[src/rtl/instr_fetch_pkg.sv]
// -----------------------------------------------------------------------------
// instr_fetch_pkg
// Shared CPU front-end definitions used by the instruction fetch unit:
//   - fetch_state_e : fetch FSM state encoding (BOOT, FETCH, HOLD, DRAIN)
//   - PC_STEP       : byte distance between sequential instructions
//   - RESET_PC      : value the program counter holds while in reset
//   - INSTR_W       : instruction word width
//   - align_target  : word-aligns a branch/redirect target
// Optional feature macro used by the fetch unit: FETCH_PERF_EN.
// -----------------------------------------------------------------------------
package instr_fetch_pkg;

    localparam int unsigned INSTR_W  = 32;
    localparam logic [31:0] PC_STEP  = 32'd4;
    localparam logic [31:0] RESET_PC = 32'hFFFF_FFFC;

    typedef enum logic [1:0] {
        ST_BOOT  = 2'd0,
        ST_FETCH = 2'd1,
        ST_HOLD  = 2'd2,
        ST_DRAIN = 2'd3
    } fetch_state_e;

    function automatic logic [31:0] align_target(input logic [31:0] target);
        return {target[31:2], 2'b00};
    endfunction

endpackage

[src/rtl/instr_fetch_perf_counter.sv]
// -----------------------------------------------------------------------------
// fetch_perf_counter
// Optional fetch performance counters, only built when FETCH_PERF_EN is
// defined.
// Ports:
//   clk_i          : clock, counters update on rising edge
//   rst_i          : asynchronous active-high reset, clears both counters
//   accept_i       : one instruction handed to decode this cycle
//   stall_i        : fetch request outstanding and not acknowledged this cycle
//   fetch_count_o  : number of accepted instructions (wraps at 2^32)
//   stall_count_o  : number of memory stall cycles (wraps at 2^32)
// -----------------------------------------------------------------------------
`ifdef FETCH_PERF_EN
module fetch_perf_counter (
    input  logic        clk_i,
    input  logic        rst_i,
    input  logic        accept_i,
    input  logic        stall_i,
    output logic [31:0] fetch_count_o,
    output logic [31:0] stall_count_o
);

    logic [31:0] fetch_q;
    logic [31:0] stall_q;

    always_ff @(posedge clk_i or posedge rst_i) begin
        if (rst_i) begin
            fetch_q <= '0;
            stall_q <= '0;
        end else begin
            if (accept_i) begin
                fetch_q <= fetch_q + 32'd1;
            end
            if (stall_i) begin
                stall_q <= stall_q + 32'd1;
            end
        end
    end

    assign fetch_count_o = fetch_q;
    assign stall_count_o = stall_q;

endmodule
`endif

[src/rtl/instr_fetch.sv]
// -----------------------------------------------------------------------------
// instr_fetch
// Instruction fetch unit: drives the next-PC value for an external program
// counter register, issues requests to instruction memory, and presents the
// fetched word to decode with a valid/ready handshake. Branch redirects
// (brTaken) override every other event.
// Optional feature: FETCH_PERF_EN adds fetchCount/stallCount counters.
// Ports:
//   clk, rst           : clock, asynchronous active-high reset
//   instrAddr          : current PC (from the external PC register)
//   nextInstrAddr      : PC value to load on the next edge
//   brTaken, brTarget  : redirect pulse and target address
//   imemReq, imemAddr  : instruction memory request and address
//   imemAck, imemRdata : instruction memory acknowledge and read data
//   instrValid, instrReady, instr, instrPC : decode handshake
//   fetchCount, stallCount (FETCH_PERF_EN only) : performance counters
// -----------------------------------------------------------------------------
module instr_fetch
    import instr_fetch_pkg::*;
(
    input  logic               clk,
    input  logic               rst,
    input  logic [31:0]        instrAddr,
    output logic [31:0]        nextInstrAddr,
    input  logic               brTaken,
    input  logic [31:0]        brTarget,
    output logic               imemReq,
    output logic [31:0]        imemAddr,
    input  logic               imemAck,
    input  logic [INSTR_W-1:0] imemRdata,
    output logic               instrValid,
    input  logic               instrReady,
    output logic [INSTR_W-1:0] instr,
    output logic [31:0]        instrPC
`ifdef FETCH_PERF_EN
    ,
    output logic [31:0]        fetchCount,
    output logic [31:0]        stallCount
`endif
);

    fetch_state_e       state_q, state_d;
    logic [INSTR_W-1:0] instr_q, instr_d;
    logic [31:0]        instr_pc_q, instr_pc_d;
    logic [31:0]        next_pc;
    logic [31:0]        pc_plus_step;
    logic [31:0]        br_pc;

    assign pc_plus_step = instrAddr + PC_STEP;
    assign br_pc        = align_target(brTarget);

    always_comb begin
        state_d    = state_q;
        instr_d    = instr_q;
        instr_pc_d = instr_pc_q;
        next_pc    = instrAddr;

        case (state_q)
            ST_BOOT: begin
                // imemAck here can only be stale from before reset: ignored.
                next_pc = pc_plus_step;
                state_d = ST_FETCH;
            end
            ST_FETCH: begin
                if (imemAck) begin
                    instr_d    = imemRdata;
                    instr_pc_d = instrAddr;
                    state_d    = ST_HOLD;
                end
            end
            ST_HOLD: begin
                if (instrReady) begin
                    next_pc = pc_plus_step;
                    state_d = ST_FETCH;
                end
            end
            ST_DRAIN: begin
                if (imemAck) begin
                    state_d = ST_FETCH;
                end
            end
            default: begin
                state_d = ST_BOOT;
            end
        endcase

        // Redirect overrides everything above. A request still in flight must
        // complete before the new target is fetched, so an unacknowledged
        // FETCH (or an existing DRAIN) moves to DRAIN; otherwise refetch.
        if (brTaken) begin
            next_pc    = br_pc;
            instr_d    = instr_q;
            instr_pc_d = instr_pc_q;
            if ((state_q == ST_DRAIN) || ((state_q == ST_FETCH) && !imemAck)) begin
                state_d = ST_DRAIN;
            end else begin
                state_d = ST_FETCH;
            end
        end
    end

    always_ff @(posedge clk or posedge rst) begin
        if (rst) begin
            state_q    <= ST_BOOT;
            instr_q    <= '0;
            instr_pc_q <= '0;
        end else begin
            state_q    <= state_d;
            instr_q    <= instr_d;
            instr_pc_q <= instr_pc_d;
        end
    end

    assign nextInstrAddr = next_pc;
    assign imemReq       = (state_q == ST_FETCH) || (state_q == ST_DRAIN);
    assign imemAddr      = instrAddr;
    assign instrValid    = (state_q == ST_HOLD);
    assign instr         = instr_q;
    assign instrPC       = instr_pc_q;

`ifdef FETCH_PERF_EN
    logic accept;
    logic stall;

    // A redirect in HOLD drops the held word, so it is not counted as accepted.
    assign accept = instrValid && instrReady && !brTaken;
    assign stall  = imemReq && !imemAck;

    fetch_perf_counter u_perf (
        .clk_i         (clk),
        .rst_i         (rst),
        .accept_i      (accept),
        .stall_i       (stall),
        .fetch_count_o (fetchCount),
        .stall_count_o (stallCount)
    );
`endif

endmodule

[config.mk]
export PLATFORM = sky130hd
export DESIGN_NAME = instr_fetch
export DESIGN_NICKNAME = d
export VERILOG_FILES = /design/src/rtl/instr_fetch_pkg.sv /design/src/rtl/instr_fetch_perf_counter.sv /design/src/rtl/instr_fetch.sv
export SDC_FILE = /design/constraint.sdc
export NUM_CORES = 1
export LEC_CHECK = 0
export BUFFER_PORTS_ARGS = -buffer_cell sky130_fd_sc_hd__buf_4
export CAP_MARGIN = 15
export CORE_MARGIN = 1.5
export CORE_UTILIZATION = 40
export DETAILED_ROUTE_END_ITERATION = 8
export GPL_TIMING_DRIVEN = 0
export PLACE_DENSITY = 0.78
export SYNTH_ARGS = -nofsm -noshare
export SYNTH_HDL_FRONTEND = slang
export SYNTH_SLANG_ARGS = --single-unit
[constraint.sdc]
create_clock -name clk -period 2.3 [get_ports clk]
set_input_delay 0.23 -clock clk [delete_from_list [all_inputs] [get_ports clk]]
set_output_delay 0.23 -clock clk [all_outputs]
set_load 0.03 [all_outputs]
Yosys cells after proc, flatten, opt, wreduce, memory -nomap -nowiden
Index checks and enable logic that the tools add are counted.
{"block": "totals", "reg_bits": 66, "latch_bits": 0, "ram_bits": 0, "rom_bits": 0, "inputBits": 101, "out_inout_bits": 130, "memories": 0}
{"block": "classes", "addsub": 1, "multipliers": 0, "div": 0, "magnitude_cmp": 0, "eq_ne": 6, "shift": 0, "n_mux": 9, "bitwise_logic": 1, "n_reduce_logical": 7}
{"cell": "$mux 32", "n": 2}
{"cell": "$pmux 32 s2", "n": 1}
{"cell": "$add 32x3->32 const B", "n": 1}
{"cell": "$mux 2", "n": 5}
{"cell": "$pmux 2 s4", "n": 1}
{"cell": "$ne 3x3->1 const B", "n": 2}
{"cell": "$reduce_and 3->1", "n": 2}
{"cell": "$eq 2x2->1 const B", "n": 2}
{"cell": "$ne 3x2->1 const B", "n": 1}
{"cell": "$eq 2x1->1 const B", "n": 1}
{"cell": "$logic_not 2->1", "n": 1}
{"cell": "$logic_or 1x1->1", "n": 2}
{"cell": "$logic_and 1x1->1", "n": 1}
{"cell": "$logic_not 1->1", "n": 1}
{"cell": "$not 1->1", "n": 1}

Logic depth before layout (Yosys ltp)
{"block": "logic_depth", "depth_word": 5, "mapped_depth": 6, "ltp_nobuf": 4}

Worst setup path before layout
OpenSTA, ideal clock, no wires.
{"block": "synth_path", "kind": "register -> output", "start": "reg state_q[0]", "end": "out nextInstrAddr[13]", "arrival_time_ns": 2.529, "t_required_ns": 2.070, "setup_slack_ns": -0.459, "stages_incl_launch_ff": 7, "n_path_buf": 2, "path_cell_list": "dfrtp_1 > clkbuf_1 > nand2b_1 > nor3_1 > clkbuf_1 > nand2_1 > o311ai_0"}
{"block": "synth_between", "elab_chain_len": 3, "elab_cells_between_ends": 4}
{"element": "from (decl)", "line": "instr_fetch.sv:42", "source": "fetch_state_e state_q, state_d;"}
{"element": "from (signal assigned)", "line": "instr_fetch.sv:108", "source": "state_q <= state_d;"}
{"element": "$eq 2x2->1 / $logic_not 2->1 (equally long branches)", "line": "instr_fetch.sv:58", "source": "case (state_q)"}
{"element": "$pmux 32 s2 (*)", "line": "instr_fetch.sv:58"}
{"element": "$mux 32 (*)", "line": "instr_fetch.sv:90", "source": "if (brTaken) begin"}
{"element": "to (decl)", "line": "instr_fetch.sv:24", "source": "output logic [31:0] nextInstrAddr,"}
Every way passes the cells marked *; elsewhere a longest branch is shown, timed or not.

Worst setup path in the final report
{"block": "layout_path", "start": "reg state_q[0]", "end": "out nextInstrAddr[31]"}
The elaborated chain is that of the path after synthesis.

==> qor.txt <==
status -> finished, violations left
failing checks -> negative setup slack
total grt overflow -> 0
Worst setup SP type -> register
final setup skew -> 0.00743 ns
Comb pwr share -> 52.8%
I/O pin total -> 231
register area share after synthesis -> 40.8%
CP Capture Type -> output port
core box area -> 9820 um2
Slew HR -> 38.5%
Final Wtd Congestion -> 0.848
CTS tree -> built
synth warn -> 0
WP data required -> 2.07 ns
Final period util -> 101%
DRT Pass-1 Iters -> 5
unrepaired setup endpoints after global routing -> true
Seq cells post-synth -> 66
CTS Buffer Depth -> 2
Max Cap Viol -> 0
most frequent cells in the layout -> 262 x buf_4, 65 x mux2_2, 65 x dfrtp_1
# setup viols final -> 3
Final Critical Period -> 2.33 ns
synth unique cells -> 40
CTS sink count -> 66
drt total wl -> 14300 um
Nets -> 752
placed cell area -> 5920 um2
Die H -> 104 um
Worst VDD drop -> 0.000942 V
Synth Instances -> 407
worst-margin pin slew -> 0.914 ns
global-route wire length before repair -> 22600 um
Final Util -> 65.5%
Die Footprint -> 10700 um2
Worst Hold Class -> in -> reg
GRT Max-Usage Layer -> met2
Post-Syn Area -> 4050 um2
Max Slew Vio Count -> 0
commonest non-fill, non-tap cell in the layout -> buf_4
syn nets -> 509
DR DRC count -> 0
Worst Path Max Fanout -> 8
via count -> 4234
number of global-route vias before repair -> 4323
Clock Tree Root -> clkbuf_8
Final WS setup -> -0.0297 ns
met3 usage -> 7.17%
fill cell total of the finished layout -> 807
Design Area, Final -> 6430 um2
effective utilization at floorplan -> 41.2%
reg2reg path depth -> 5
final hold viol count -> 0
Clock Latency Late Sink -> 0.35 ns
Port Buf Inserts -> 224
Area Growth Syn to Fin -> 58.8%
antenna-violating nets left -> 0
CTS Buf Count -> 9
switching part of the total -> 42.7%
H-tree Lvls -> 3
Antenna diodes -> 0
clock share of power -> 17.2%
worst path arrival time -> 2.10 ns
sequential power share -> 30.1%
f_max -> 0.429 GHz
Sw Pwr -> 2.92 mW
gr usage total -> 26.4%
cell internal pwr -> 3.92 mW
DP HPWL -> 10600 um
met1 usage -> 31.4%
syn avg cell area -> 9.95 um2
setup TNS -> -0.0392 ns
met2 Usage GRT -> 45.3%
largest net degree at the start of global routing -> 40
1st-iter DRT viols -> 293
kind of critical path -> reg -> out
post-DR wirelength/cell -> 18.1 um
hold depth -> 2
clk slew on worst S/H paths -> 0.08 ns
die width -> 104 um
PwrDens -> 1060 nW/um2
share of cells above drive strength 1 -> 59.8%
Design Power -> 6.84 mW
Pleak -> 2.95 nW
Row Count -> 36
vias per std cell -> 5.37
initial antenna violation count -> 0
## cells in the mapped netlist (all sizes together)
master	instances	area, um2
inv	5	18.8
or3	1	6.26
nand3	26	135
nand2	27	101
mux2	65	732
a311oi	1	8.76
nor2b	17	106
xor2	2	17.5
nor2	11	41.3
a22oi	8	60.1
nor4	5	31.3
a311o	1	10.0
a21boi	1	7.51
a221oi	1	8.76
xnor2	6	52.6
buf	45	305
mux2i	1	10.0
a31oi	3	18.8
dfrtp	66	1650
nor3	6	30.0
nor3b	7	52.6
and4	2	17.5
o311ai	9	78.8
o31ai	13	97.6
ha	1	12.5
or2	2	12.5
nand3b	1	7.51
clkbuf	19	71.3
and2	1	6.26
o21ai	11	55.1
a21oi	2	10.0
nand2b	2	12.5
nor4b	2	17.5
and3	7	43.8
nand4	24	156
or4	6	45.0
## power groups by stage
| stage | Clock (mW) | Sequential, mW | Combinational [mW] |
|---|---|---|---|
| CTS | 1.18 | 2.06 | 3.62 |
| detailed placement | 0 | 2.08 | 3.56 |
| global placement | 0 | 2.03 | 3.50 |
| finish | 1.17 | 2.06 | 3.61 |
| global route | 1.24 | 2.14 | 3.78 |
| floorplan | 0 | 3.19 | 0.960 |
## path summary, 6_finish.rpt
check / start / to / slack [ns]
hold / removal: imemRdata[22] / instr[22] / 0.10
setup reg to reg: state_q[1] / instrPC[3] / 0.23
min in group asynchronous: rst / instr[9] / 0.54
max in group asynchronous: rst / instrPC[20] / 1.12
setup / recovery: state_q[0] / nextInstrAddr[31] / -0.03
hold reg to reg: instr[20] / instr[20] / 0.51
## per-stage QoR
step / worst slack (ns) / std cells / hold slack (ns)
after global placement: -0.400 / 764 / 0.463
after CTS: -0.0560 / 789 / 0.0920
final: -0.0297 / 788 / 0.104
after detailed placement: -0.326 / 765 / 0.361
after global routing: -0.0833 / 788 / 0.0952
after floorplan: -0.103 / 407 / 0.382
## layer usage
metal / vias to the layer above / part of all wire [%]
met4: 0 / 2.4
met1: 2043 / 39
li1: 1954 / -
met2: 210 / 50
met5: - / 0
met3: 27 / 8.7
## cells by family after synthesis
kind of cell    after synthesis  share of synthesized area, %
fa+ha+maj                     1                         0.309
simple gates                147                          20.3
compound gates               50                          8.77
flops                        66                          40.8
buf+inv                      69                          9.76
mux                          66                          18.3
xor+xnor                      8                          1.73
## what timing repair did
| item | 4_1_cts | 5_1_grt |
|---|---|---|
| hold buffers | 1 | 0 |
| resized for setup | 30 | 28 |
| buffers inserted | 9 | 0 |
| setup endpoints to repair | 23 | 80 |
| endpoints found under the hold margin | 27 | 0 |
| pin swaps | 3 | 4 |
## area by class of cell
type / count / area (um2) / share of cell area, %
plain buffers: 61 / 400 / 6.23
clock buffers: 10 / 138 / 2.14
well taps: 133 / 166 / 2.59
flip-flops and latches: 66 / 1650 / 25.7
repair buffers: 235 / 1800 / 28.0
multi-input cells: 272 / 2160 / 33.5
clock inverters: 6 / 96.3 / 1.50
inverters: 5 / 18.8 / 0.292
## state kept, by name, summed over array words and instances, names as in the netlist
signal	count
instrPC	32
instr	32
state_q	2
## worst max-delay path: stages, from the launching register on
cell and delay, ns:
dfrtp_2 0.43, nand2b_4 0.17, or3_4 0.35, buf_8 0.16
or4_4 0.42, nand3_2 0.08, buf_6 0.13
Power figures use the tool's default switching activity.
